### src/rtl/echo_filter.sv
// Echo pulse-width conditioner: range-checks raw widths, averages accepted readings
// over a power-of-2 window and flags target loss after repeated rejects.
module echo_filter #(
   parameter logic [31:0] MIN_CYCLES   = 32'd1400,
   parameter logic [31:0] MAX_CYCLES   = 32'd280000,
   parameter int          LOG2_DEPTH   = 2,
   parameter int          REJECT_LIMIT = 4
) (
   input  logic        clk,
   input  logic        rst_n,
   input  logic        sample_valid,
   input  logic [31:0] sample_cycles,
   output logic [31:0] filt_cycles,
   output logic        filt_valid,
   output logic        no_target,
   output logic [7:0]  reject_cnt
);

   localparam int DEPTH = 1 << LOG2_DEPTH;
   localparam int PTR_W = LOG2_DEPTH;
   localparam int SUM_W = 32 + LOG2_DEPTH;

   typedef enum logic {ST_EMPTY, ST_RUN} state_t;

   // Stage 1: capture and range check
   logic        s1_valid_reg;
   logic [31:0] s1_data_reg;
   logic        s1_in_range_reg;

   always_ff @(posedge clk or negedge rst_n) begin
      if (!rst_n) begin
         s1_valid_reg    <= 1'b0;
         s1_data_reg     <= '0;
         s1_in_range_reg <= 1'b0;
      end else begin
         s1_valid_reg    <= sample_valid;
         s1_data_reg     <= sample_cycles;
         s1_in_range_reg <= (sample_cycles >= MIN_CYCLES) && (sample_cycles <= MAX_CYCLES);
      end
   end

   // Stage 2 state
   state_t             state_reg, state_next;
   logic [SUM_W-1:0]   sum_reg, sum_next;
   logic [PTR_W-1:0]   ptr_reg, ptr_next;
   logic [31:0]        filt_reg, filt_next;
   logic               filt_valid_reg, filt_valid_next;
   logic               no_target_reg, no_target_next;
   logic [7:0]         reject_cnt_reg, reject_cnt_next;
   logic [31:0]        buf_mem [DEPTH];
   logic [DEPTH-1:0]   buf_we;
   logic               prime_all;
   logic               run_wr;
   logic [31:0]        buf_rd;
   logic [7:0]         reject_inc;
   logic               limit_hit;

   assign buf_rd     = buf_mem[ptr_reg];
   assign reject_inc = (reject_cnt_reg == 8'hFF) ? 8'hFF : reject_cnt_reg + 8'd1;
   assign limit_hit  = int'({24'd0, reject_inc}) >= REJECT_LIMIT;

   // Priming fills every slot so the first average equals the first sample
   genvar gi;
   generate
      for (gi = 0; gi < DEPTH; gi++) begin : g_we
         assign buf_we[gi] = prime_all || (run_wr && (ptr_reg == PTR_W'(gi)));
      end
   endgenerate

   always_ff @(posedge clk or negedge rst_n) begin
      if (!rst_n) begin
         for (int i = 0; i < DEPTH; i++) buf_mem[i] <= '0;
      end else begin
         for (int i = 0; i < DEPTH; i++)
            if (buf_we[i]) buf_mem[i] <= s1_data_reg;
      end
   end

   always_ff @(posedge clk or negedge rst_n) begin
      if (!rst_n) begin
         state_reg      <= ST_EMPTY;
         sum_reg        <= '0;
         ptr_reg        <= '0;
         filt_reg       <= '0;
         filt_valid_reg <= 1'b0;
         no_target_reg  <= 1'b1;
         reject_cnt_reg <= '0;
      end else begin
         state_reg      <= state_next;
         sum_reg        <= sum_next;
         ptr_reg        <= ptr_next;
         filt_reg       <= filt_next;
         filt_valid_reg <= filt_valid_next;
         no_target_reg  <= no_target_next;
         reject_cnt_reg <= reject_cnt_next;
      end
   end

   always_comb begin
      state_next      = state_reg;
      sum_next        = sum_reg;
      ptr_next        = ptr_reg;
      filt_next       = filt_reg;
      filt_valid_next = 1'b0;
      no_target_next  = no_target_reg;
      reject_cnt_next = reject_cnt_reg;
      prime_all       = 1'b0;
      run_wr          = 1'b0;

      if (s1_valid_reg) begin
         case (state_reg)
            ST_EMPTY: begin
               if (s1_in_range_reg) begin
                  prime_all       = 1'b1;
                  sum_next        = {s1_data_reg, {LOG2_DEPTH{1'b0}}};
                  ptr_next        = PTR_W'(1);
                  filt_next       = s1_data_reg;
                  filt_valid_next = 1'b1;
                  no_target_next  = 1'b0;
                  reject_cnt_next = '0;
                  state_next      = ST_RUN;
               end else begin
                  reject_cnt_next = reject_inc;
               end
            end
            ST_RUN: begin
               if (s1_in_range_reg) begin
                  run_wr          = 1'b1;
                  sum_next        = sum_reg - {{LOG2_DEPTH{1'b0}}, buf_rd}
                                            + {{LOG2_DEPTH{1'b0}}, s1_data_reg};
                  ptr_next        = ptr_reg + PTR_W'(1);
                  filt_next       = sum_next[SUM_W-1:LOG2_DEPTH];
                  filt_valid_next = 1'b1;
                  reject_cnt_next = '0;
               end else begin
                  reject_cnt_next = reject_inc;
                  if (limit_hit) begin
                     no_target_next  = 1'b1;
                     filt_valid_next = 1'b1;
                     filt_next       = '0;
                     state_next      = ST_EMPTY;
                  end
               end
            end
            default: state_next = ST_EMPTY;
         endcase
      end
   end

   assign filt_cycles = filt_reg;
   assign filt_valid  = filt_valid_reg;
   assign no_target   = no_target_reg;
   assign reject_cnt  = reject_cnt_reg;

endmodule

### config.mk
export PLATFORM = sky130hd
export DESIGN_NAME = echo_filter
export DESIGN_NICKNAME = d
export VERILOG_FILES = /design/src/rtl/echo_filter.sv
export SDC_FILE = /design/constraint.sdc
export NUM_CORES = 1
export LEC_CHECK = 0
export CORE_ASPECT_RATIO = 1.2
export CORE_MARGIN = 5
export CORE_UTILIZATION = 65
export CTS_BUF_LIST = sky130_fd_sc_hd__clkbuf_16
export DETAILED_ROUTE_END_ITERATION = 6
export GPL_ROUTABILITY_DRIVEN = 0
export PLACE_DENSITY = 0.89
export SETUP_SLACK_MARGIN = 0.15
export SYNTH_ARGS = -nofsm -noshare
export SYNTH_HDL_FRONTEND = slang
export SYNTH_SLANG_ARGS = --single-unit
### constraint.sdc
create_clock -name clk -period 6.6 [get_ports clk]
set_input_delay 1.32 -clock clk [delete_from_list [all_inputs] [get_ports clk]]
set_output_delay 1.32 -clock clk [all_outputs]
set_load 0.01 [all_outputs]
==> out/qor.csv <==
stage,metric,value,unit
min_path,worst hold-check path type,register to register,
run_status,status,"finished, final reports clean",
global_routing,largest net degree at the start of global routing,130,
critical_path,CP max stage cell,dfrtp_2,
cells_and_area,area of the multi-input gates,6015,µm²
cts,total CTS buffers,25,
timing,"Period Utilization, post-route",70.99,%
cts,Post-CTS Resized,0,
timing,"Setup violations, final",0,
routing,DRT antenna net count,0,
routing,DRC violations left,0,
routing,drt pass-1 iters,5,
cts,# Post-CTS Setup Buffers,0,
cts,TritonCTS clock tree,done,
routing,WL per Instance,21.99,µm
timing,worst hold slack,0.4749,ns
critical_path,Crit Path Max Fanout,15,
timing,Least-Margin Pin Slew,1.184,ns
cts,cell chosen for the clock root,clkbuf_16,
synthesis,#FFs+latches synth,241,
global_routing,remaining global-route overflow,0,
critical_path,Worst Path Buf+Inv,3,
cells_and_area,max reg flops,128,
cts,post-cts hold buffer count,0,
cts,worst skew pair latency,0.52,ns
critical_path,Worst Path Arrival,5.09,ns
critical_path,r2r worst-path depth,16,
cts,"Clk pin slew, worst setup/hold paths",0.07,ns
synthesis,share of the yosys chip area belonging to registers,47.24,%
floorplan,Initial Util,65.56,%
global_routing,first-pass GRT wire length,51400,µm
synthesis,"Cell Area, Synth",12770,µm²
power_and_ir_drop,peak supply drop,0.2020,mV
critical_path,Startpoint Class,register,
cells_and_area,ANT cells,0,
cells_and_area,fin nets,1266,
critical_path,"Cell Chain, Critical Path",buf_4 -> mux4_2 -> ha_1 -> inv_1 -> ha_1 -> inv_1 -> fa_1 -> nor2b_1 -> o21ai_1 -> a21o_1 -> a211oi_2 -> o21ai_2 -> o21ai_1 -> a21oi_1 -> xnor2_1 -> a221o_1,
power_and_ir_drop,leakage power,7.174,nW
synthesis,"EDFF count, synth",0,
synthesis,synth warn,0,
critical_path,CP peak stage delay,0.64,ns
power_and_ir_drop,pwr/cell area,228.0,nW/µm²
timing,Worst slew margin,20.75,%
routing,drt via density,6.307,
synthesis,most common cell in the synthesized netlist,dfrtp_1,
critical_path,critical path class,register to register,
place,Post-DP HPWL,21310,µm
cells_and_area,# fillers,1267,
cells_and_area,ratio of cells with drive above 1 in the final layout,19.20,%
critical_path,Crit. path cell count,16,
critical_path,nature of the critical path endpoint,register,
floorplan,core area,19480,µm²
timing,Final Hold Violating Endpoints,0,
global_routing,number of global-route vias before repair,9829,
routing,total number of vias,9070,
cts,Bufs on Longest Clock Path,3,
timing,RSZ-0062 raised after global routing,false,
floorplan,row count,56,
synthesis,largest area contributor in the netlist,dfrtp_1,
synthesis,Syn Nets,1195,
synthesis,Avg Inst Size Synth,11.73,µm²
cells_and_area,synth-to-layout area growth,14.00,%
floorplan,Die H,163.5,µm
timing,Max Clock Freq,213.4,MHz
floorplan,Die ar.,22560,µm²
flow_run,number of max-cap violations,0,
timing,"Slew Viols, Final",0,
synthesis,Synth top area share,47.03,%
critical_path,CP required,7.01,ns
floorplan,I/O pins,77,
global_routing,Global Route Usage Sum,29.40,%
timing,Final Critical Period,4.685,ns
timing,Fin Clk Skew,0.01276,ns
cells_and_area,register area,6033,µm²
routing,total routed wirelength,31620,µm
cts,Clock Sinks,241,
global_routing,initial antenna violation count,0,
synthesis,Mapped Cells,1089,
synthesis,"FFs w/ async S/R, synth",100.0,%
timing,Setup TNS Final,0,ns
floorplan,Die Width,138.0,µm
synthesis,ys flop type,dfrtp_1,
synthesis,ranking of synthesized cells by area,"dfrtp_1 47%, mux2_2 11%, mux4_2 5.6%",
place,I/O Buffers,76,
min_path,hold path depth,1,
cts,htree depth,1,
synthesis,Post-synth top cells,"240 x dfrtp_1, 138 x inv_1, 129 x mux2_2",
synthesis,Synth cell types,71,
critical_path,"CP delay by family, top",compound AO/OA/AOI/OAI gates,
routing,number of DRC markers in iteration 0,788,
-- metrics by stage --
| step | power, mW | utilization (%) | instances | instance area [µm²] | setup slack [ns] |
|---|---|---|---|---|---|
| 2_1_floorplan | 1.812 | - | 1089 | 12770 | 2.127 |
| 3_3_place_gp | 1.953 | 70.72 | 1394 | 13770 | 2.099 |
| 3_5_place_dp | 1.965 | 70.72 | 1394 | 13770 | 2.002 |
| 4_1_cts | 3.331 | 74.74 | 1438 | 14560 | 1.956 |
| 5_1_grt | 3.442 | 74.74 | 1438 | 14560 | 1.636 |
| 6_report | 3.320 | 74.74 | 1438 | 14560 | 1.915 |
-- layout by cell type (no fill, tap or decap), types with 32 or more instances in the layout --
cell             instances
a21o_1                  38
a21oi_1                 49
clkdlybuf4s50_1         75
dfrtp_1                239
fa_1                    32
ha_1                    39
inv_1                  143
mux2_2                 129
mux4_2                  32
nand2_1                 51
-- worst paths after layout --
check / start / slack, ns / to
setup / recovery: ptr_reg[0]$_DFFE_PN0P_ / 1.91 / sum_reg[32]$_DFFE_PN0P_
hold / removal: filt_cycles[21]$_DFFE_PN0P_ / 0.47 / filt_cycles[21]$_DFFE_PN0P_
setup reg to reg: ptr_reg[0]$_DFFE_PN0P_ / 1.91 / sum_reg[32]$_DFFE_PN0P_
hold reg to reg: filt_cycles[21]$_DFFE_PN0P_ / 0.47 / filt_cycles[21]$_DFFE_PN0P_
max in group asynchronous: rst_n / 4.35 / filt_cycles[4]$_DFFE_PN0P_
min in group asynchronous: rst_n / 0.88 / buf_mem[74]$_DFFE_PN0P_
-- power breakdown --
group	total, mW	switching (mW)	internal, mW
sequential	1.55	0.0483	1.51
clock	1.37	0.571	0.800
combinational	0.394	0.222	0.172
-- final cells by class --
class | count | area share, %
Inverter | 139 | 3.584
Multi-Input combinational cell | 662 | 41.32
Clock inverter | 19 | 1.083
Tap cell | 261 | 2.243
Sequential cell | 241 | 41.44
Timing Repair Buffer | 91 | 6.034
Clock buffer | 25 | 4.297
-- worst register-to-register path, stage by stage, from the launching register on --
cell	delay, ns
dfrtp_2	0.64
buf_4	0.40
mux4_2	0.55
ha_1	0.28
inv_1	0.06
ha_1	0.20
inv_1	0.07
fa_1	0.37
nor2b_1	0.16
o21ai_1	0.09
a21o_1	0.22
a211oi_2	0.31
o21ai_2	0.15
o21ai_1	0.43
a21oi_1	0.15
xnor2_1	0.17
a221o_1	0.33
-- cell families after synthesis --
kind of cell	synth area share, %
mux	17.80
simple gates	6.624
flops	47.24
buf+inv	5.683
fa+ha+maj	8.838
xor+xnor	1.783
compound gates	12.03
-- per-layer routing --
metal	track usage [%]	up-vias	wire, µm
li1	-	3982	-
met1	37.45	4536	11780
met2	49.71	429	16120
met3	4.621	123	2286
met4	13.16	0	1427
met5	0	-	0
(Power assumes the default switching activity.)
==> variant 1, RTL diff (config.mk and constraints unchanged) <==
Reset style: synchronous (`rst_n`), changed in 3 clocked blocks.
--- a/src/rtl/echo_filter.sv
+++ b/src/rtl/echo_filter.sv
@@ -28,5 +28,5 @@
    logic        s1_in_range_reg;
 
-   always_ff @(posedge clk or negedge rst_n) begin
+   always_ff @(posedge clk) begin
       if (!rst_n) begin
          s1_valid_reg    <= 1'b0;
@@ -68,5 +68,5 @@
    endgenerate
 
-   always_ff @(posedge clk or negedge rst_n) begin
+   always_ff @(posedge clk) begin
       if (!rst_n) begin
          for (int i = 0; i < DEPTH; i++) buf_mem[i] <= '0;
@@ -77,5 +77,5 @@
    end
 
-   always_ff @(posedge clk or negedge rst_n) begin
+   always_ff @(posedge clk) begin
       if (!rst_n) begin
          state_reg      <= ST_EMPTY;
Function: differs if rst_n is asserted again (counterexample within 4 cycles, from zero or initial values and one cycle with rst_n low); with rst_n held inactive, the same outputs for 4 cycles.
==> variant 1 against the original RTL <==
  * The run now ends with DRC left
  * Routed wire length up 6.7%
  * Utilization about the same
  * Die area down 0.12%
  * Setup slack worse by 0.16 ns
  * Clock skew down 0.0019 ns
  * Via count up 13%
  * Total power up 1.0%
  * Highest routed layer unchanged
  * Sequential cell count up 2
  * Sequential power up 6%
  * Synthesized area down 0.13%
  * Design area down 0.35%
  * Worst hold slack worse by 0.018 ns
==> variant 1: results (changes against the original RTL) <==
Worst Hold Class: reg2reg
Inst Count DP: 1536 (+10%)
All-Layer GR Usage: 30.36% (+0.96 points)
Remaining DRCs: 9 (+9)
Vias/cell: 6.478 (+2.7%)
Slowest cell on crit path: dfxtp_1
Worst-Skew Late Latency: 0.52 ns (about the same)
Clock slew at reported path FFs: 0.06 ns
Vias: 10220 (+13%)
Setup bufs post-CTS: 0 (unchanged)
Slowest stage delay, CP: 0.96 ns (+0.32 ns)
Top post-synthesis cells by area: edfxtp_1, dfxtp_1, mux4_2
Worst VDD drop: 193.1 uV (-4.4%)
Post-CTS resize count: 0 (unchanged)
Drt pass-1 iters: 7 (+2)
Clock Tree Root: clkbuf_16
Max FFs per register: 128 (unchanged)
Cell variety after synth: 67 (-5.6%)
Global-route wire length before repair: 53320 um (+3.7%)
Initial antenna violation count: 0 (unchanged)
Critical path's top delay family: compound AO/OA/AOI/OAI gates
Longest Clk Path Bufs: 3 (unchanged)
Number of port buffers: 76 (unchanged)
Proportion of layout cells with a drive suffix above 1: 8.435% (-11 points)
H-tree levels: 1 (unchanged)
Status: finished, violations left
Rel. slew slack: 14.82% (-5.9 points)
Setup Skew: 0.01085 ns (-0.001908 ns)
Seq/Total Area, Yosys: 48.19% (+0.95 points)
Largest net degree at the start of global routing: 81 (-38%)
Failing checks: DRC
Avg WL per Cell: 21.39 um (-2.7%)
Post-DP HPWL: 22330 um (+4.8%)
Synth Area per Inst: 10.15 sq um (-13%)
Bufs and invs on worst path: 2 (-1)
Ys Warns: 0 (unchanged)
Post-synth EDFFs: 128 (+128)
P_leak: 5.456 nW (-24%)
Synth top cells by count: nor3_1, inv_1, edfxtp_1
Hold Crit Depth: 2 (+1)
Crit path DAT: 5.27 ns (+0.18 ns)
# diodes: 0 (unchanged)
Number of global-route vias before repair: 10380 (+5.6%)
1st-iter DRT viols: 1155 (+47%)
Post-Syn Nets: 1362 (+14%)
Crit-path max FO: 19 (+4)
CTS Buf Count: 23 (-8.0%)
Fill count: 1256 (-0.87%)
Asr flop ratio synth: 0% (-100 points)
-- variant 1: cell types whose count changed after synthesis, sizes merged, moves of 16 or more --
cell,unedited run,this run
a21oi,49,101
mux2,129,2
a21o,38,9
edfxtp,0,128
buf,29,13
and2,4,48
dfxtp,0,115
nand2,51,81
nor3,20,139
nor2,30,62
dfrtp,240,0
clkbuf,18,66
-- variant 1: logic make-up after synthesis --
| family | Yosys count | share of synthesized area [%] |
|---|---|---|
| XOR/XNOR | 26 | 1.786 |
| adder cells (fa/ha/maj) | 71 | 8.849 |
| multiplexers | 55 | 7.476 |
| AO/OA/AOI/OAI | 239 | 11.60 |
| flip-flops | 243 | 48.19 |
| buffers and inverters | 217 | 6.436 |
| AND/OR/NAND/NOR | 405 | 15.67 |
-- variant 1: routing by layer --
metal  GRT usage, %  up-vias  share of wire (%)  wire length, um
li1               -     4536                  -                -
met1          37.86     4870                 35            11890
met2          51.15      640                 49            16630
met3          5.083      170                 10             3426
met4          14.91        0                5.3             1793
met5              0        -                  0                0
-- variant 1: path summary, 6_finish.rpt --
check,startpoint,to,slack [ns]
min,sum_reg[1],sum_reg[1],0.46
max,register,filt_cycles[31],1.76
min reg2reg,sum_reg[1],sum_reg[1],0.46
max reg2reg,register,filt_cycles[31],1.76
-- variant 1: worst register-to-register path, stage by stage, from the launching register on --
cell,delay [ns]
dfxtp_1,0.96
buf_4,0.35
mux4_2,0.34
fa_1,0.52
inv_1,0.05
ha_1,0.41
a21oi_1,0.34
o221ai_1,0.26
nand2_1,0.11
o211a_1,0.16
o21ai_1,0.16
a41oi_2,0.35
mux2i_1,0.33
o221ai_1,0.20
a21oi_1,0.22
-- variant 1: power breakdown --
part,internal [mW],switching [mW],total (mW)
combinational,0.144,0.234,0.377
sequential,1.63,0.0178,1.64
clock,0.754,0.579,1.33
-- variant 1: stage by stage --
step	power [mW]	hold WS [ns]	utilization, %	setup WS, ns	instance area (sq um)
floorplan	1.925	0.4319	-	2.344	12750
global placement	2.024	0.4399	70.91	2.110	13760
detailed placement	2.037	0.4460	70.91	2.029	13760
CTS	3.350	0.4542	74.74	1.917	14510
global route	3.446	0.4791	74.74	1.613	14510
finish	3.353	0.4568	74.74	1.760	14510
-- variant 1: area by class of cell --
class | count | area [sq um] | area share (%)
Sequential cell | 243 | 6148 | 42.38
Multi-Input combinational cell | 796 | 5849 | 40.32
Timing Repair Buffer | 98 | 920.9 | 6.348
Clock buffer | 23 | 575.6 | 3.968
Inverter | 138 | 518.0 | 3.571
Tap cell | 261 | 326.6 | 2.251
Clock inverter | 18 | 167.7 | 1.156
==> variant 2, RTL diff (config.mk and constraints unchanged) <==
Without the edit above. The parameter `LOG2_DEPTH` goes from 2 to 3.
--- a/src/rtl/echo_filter.sv
+++ b/src/rtl/echo_filter.sv
@@ -4,5 +4,5 @@
    parameter logic [31:0] MIN_CYCLES   = 32'd1400,
    parameter logic [31:0] MAX_CYCLES   = 32'd280000,
-   parameter int          LOG2_DEPTH   = 2,
+   parameter int          LOG2_DEPTH   = 3,
    parameter int          REJECT_LIMIT = 4
 ) (
Check against the original RTL: not equivalent (a bounded check fails within 4 cycles, from zero or initial values and one cycle with rst_n low).
==> variant 2 against the original RTL <==
  * Sequential cell count up 130
  * Total power increased by 49%
  * First-iteration DRC count grew 74%
  * Design area increased by 45%
  * Sequential share of layout area rose by 2.4 points
  * Clock skew about the same
  * Die area grew 44%
  * Routed wire length grew 52%
  * Setup slack worse by 0.62 ns
  * Synthesized cell count increased by 48%
  * Synthesized area increased by 47%
  * Largest power group unchanged
==> variant 2: results (changes against the original RTL) <==
Clock slew at reported path FFs: 0.06 ns
Nets: 1767 (+40%)
Seq/Total Area, Yosys: 49.33% (+2.1 points)
Worst Tran Pin Value: 1.121 ns (-0.06309 ns)
Number of port buffers: 76 (unchanged)
1st-iter DRT viols: 1370 (+74%)
Vias/cell: 6.457 (+2.4%)
Post-synthesis xor/xnor area fraction: 1.210% (-0.57 points)
Crit-path max FO: 49 (+34)
Clock Tree Root: clkbuf_16
Worst Hold Class: reg2reg
Top post-synthesis cells by area: dfrtp_1, mux2_2, mux4_2
Setup Skew: 0.01258 ns (-0.0001788 ns)
Avg WL per Cell: 23.21 um (+5.5%)
Initial antenna violation count: 0 (unchanged)
H-tree levels: 2 (+1)
Final Non-Filler Cells: 2070 (+44%)
Worst R2R Setup Slack: 1.29 ns (-0.62 ns)
Drt pass-1 iters: 5 (unchanged)
P_leak: 10.43 nW (+45%)
Slowest stage delay, CP: 1.15 ns (+0.51 ns)
Post-Syn Nets: 1723 (+44%)
Number of global-route vias before repair: 14490 (+47%)
Worst VDD drop: 194.7 uV (-3.6%)
Hold WS: 0.4761 ns (+0.001242 ns)
Synth top cells by count: dfrtp_1, nand2_1, mux2_2
Hold wc startpoint: filt_cycles[15]
Max FFs per register: 256 (+100%)
Worst r2r path cells: 15 (-1)
All-Layer GR Usage: 30.48% (+1.1 points)
R2r startpoint: ptr_reg[0]
CTS Buf Count: 39 (+56%)
Synth Area in Compound Gates: 10.61% (-1.4 points)
Synth Area per Inst: 11.66 sq um (-0.54%)
# diodes: 0 (unchanged)
Status: complete, no violations
Slowest cell on crit path: dfrtp_4
Crit path DAT: 5.70 ns (+0.61 ns)
Worst hold endpoint: filt_cycles[15]
Setup bufs post-CTS: 0 (unchanged)
Post-CTS resize count: 0 (unchanged)
R2R Path End: sum_reg[32]
Asr flop ratio synth: 100.0% (unchanged)
Cell variety after synth: 69 (-2.8%)
Hold Crit Depth: 1 (unchanged)
Ys Warns: 0 (unchanged)
Largest net degree at the start of global routing: 157 (+21%)
Worst-Skew Late Latency: 0.53 ns
Global-route wire length before repair: 77470 um (+51%)
Adder-cell area share of the yosys netlist: 6.195% (-2.6 points)
Post-synthesis mux area share: 20.47% (+2.7 points)
Longest Clk Path Bufs: 3 (unchanged)
Inst Count DP: 2002 (+44%)
Fill count: 1761 (+39%)
Proportion of layout cells with a drive suffix above 1: 21.96% (+2.8 points)
Post-DP HPWL: 30530 um (+43%)
## variant 2: changes by cell type in the layout (fill, tap and decap cells not counted), sizes merged, moves of 24 or more
cell   change
nand2    +149
dfrtp    +130
mux2      +70
o21ai     +51
mux4      +32
a21oi     +25
a21o      +24
## variant 2: worst max path at each step
| stage | start | end | slack [ns] | depth (start not counted) |
|---|---|---|---|---|
| 2_1_floorplan | ptr_reg[0] | filt_cycles[30] | 1.74 | 20 |
| 3_3_place_gp | ptr_reg[0] | sum_reg[32] | 1.47 | 15 |
| 3_5_place_dp | ptr_reg[0] | sum_reg[32] | 1.32 | 15 |
| 4_1_cts | ptr_reg[0] | filt_cycles[31] | 1.31 | 15 |
| 5_1_grt | ptr_reg[0] | filt_cycles[31] | 0.92 | 17 |
| 6_report | ptr_reg[0] | sum_reg[32] | 1.29 | 15 |
## variant 2: layer usage
| metal | wire length [um] | up-vias | GRT usage (%) |
|---|---|---|---|
| met5 | 0 | - | 0 |
| met4 | 2466 | 0 | 14.09 |
| met3 | 3491 | 182 | 4.999 |
| met2 | 24450 | 652 | 50.77 |
| met1 | 17630 | 6798 | 39.50 |
| li1 | - | 5733 | - |
## variant 2: power breakdown
group          leakage, nW  internal (mW)  switching (mW)
Combinational         4.74          0.206           0.274
Sequential            5.08           2.31          0.0689
Clock                0.614           1.20           0.888
Total                 10.4           3.71            1.23
## variant 2: logic make-up (layout without fill, tap and decap cells)
logic type	count (synthesis)	in the layout
adders and majority gates	74	74
buffers and inverters	232	303
xor gates and xnor gates	26	26
muxes	280	280
AOI/OAI and AO/OA	304	304
and+or+nand+nor	327	327
DFF	371	371
## variant 2: cell type report
cell class                      instances  share of cell area (%)
Tap cell                              385                   2.275
Sequential cell                       371                   43.88
Inverter                              139                   2.464
Clock buffer                           41                   4.845
Timing Repair Buffer                   96                   4.384
Multi-Input combinational cell       1011                   41.32
Clock inverter                         27                  0.8331
## variant 2: worst max-delay path: cells and delay by family, from the launching register on
| family | cells | cell delay (ns) |
|---|---|---|
| adder cells (fa/ha/maj) | 2 | 0.93 |
| AND/OR/NAND/NOR | 4 | 0.43 |
| flip-flops | 1 | 1.15 |
| AO/OA/AOI/OAI | 7 | 1.82 |
| multiplexers | 2 | 0.83 |
## variant 2: through the flow
step	power (mW)	area (sq um)	util (%)
2_1_floorplan	2.688	18820	-
3_3_place_gp	2.871	19970	69.66
3_5_place_dp	2.889	19970	69.66
4_1_cts	4.956	21180	73.86
5_1_grt	5.121	21180	73.86
6_report	4.945	21180	73.86
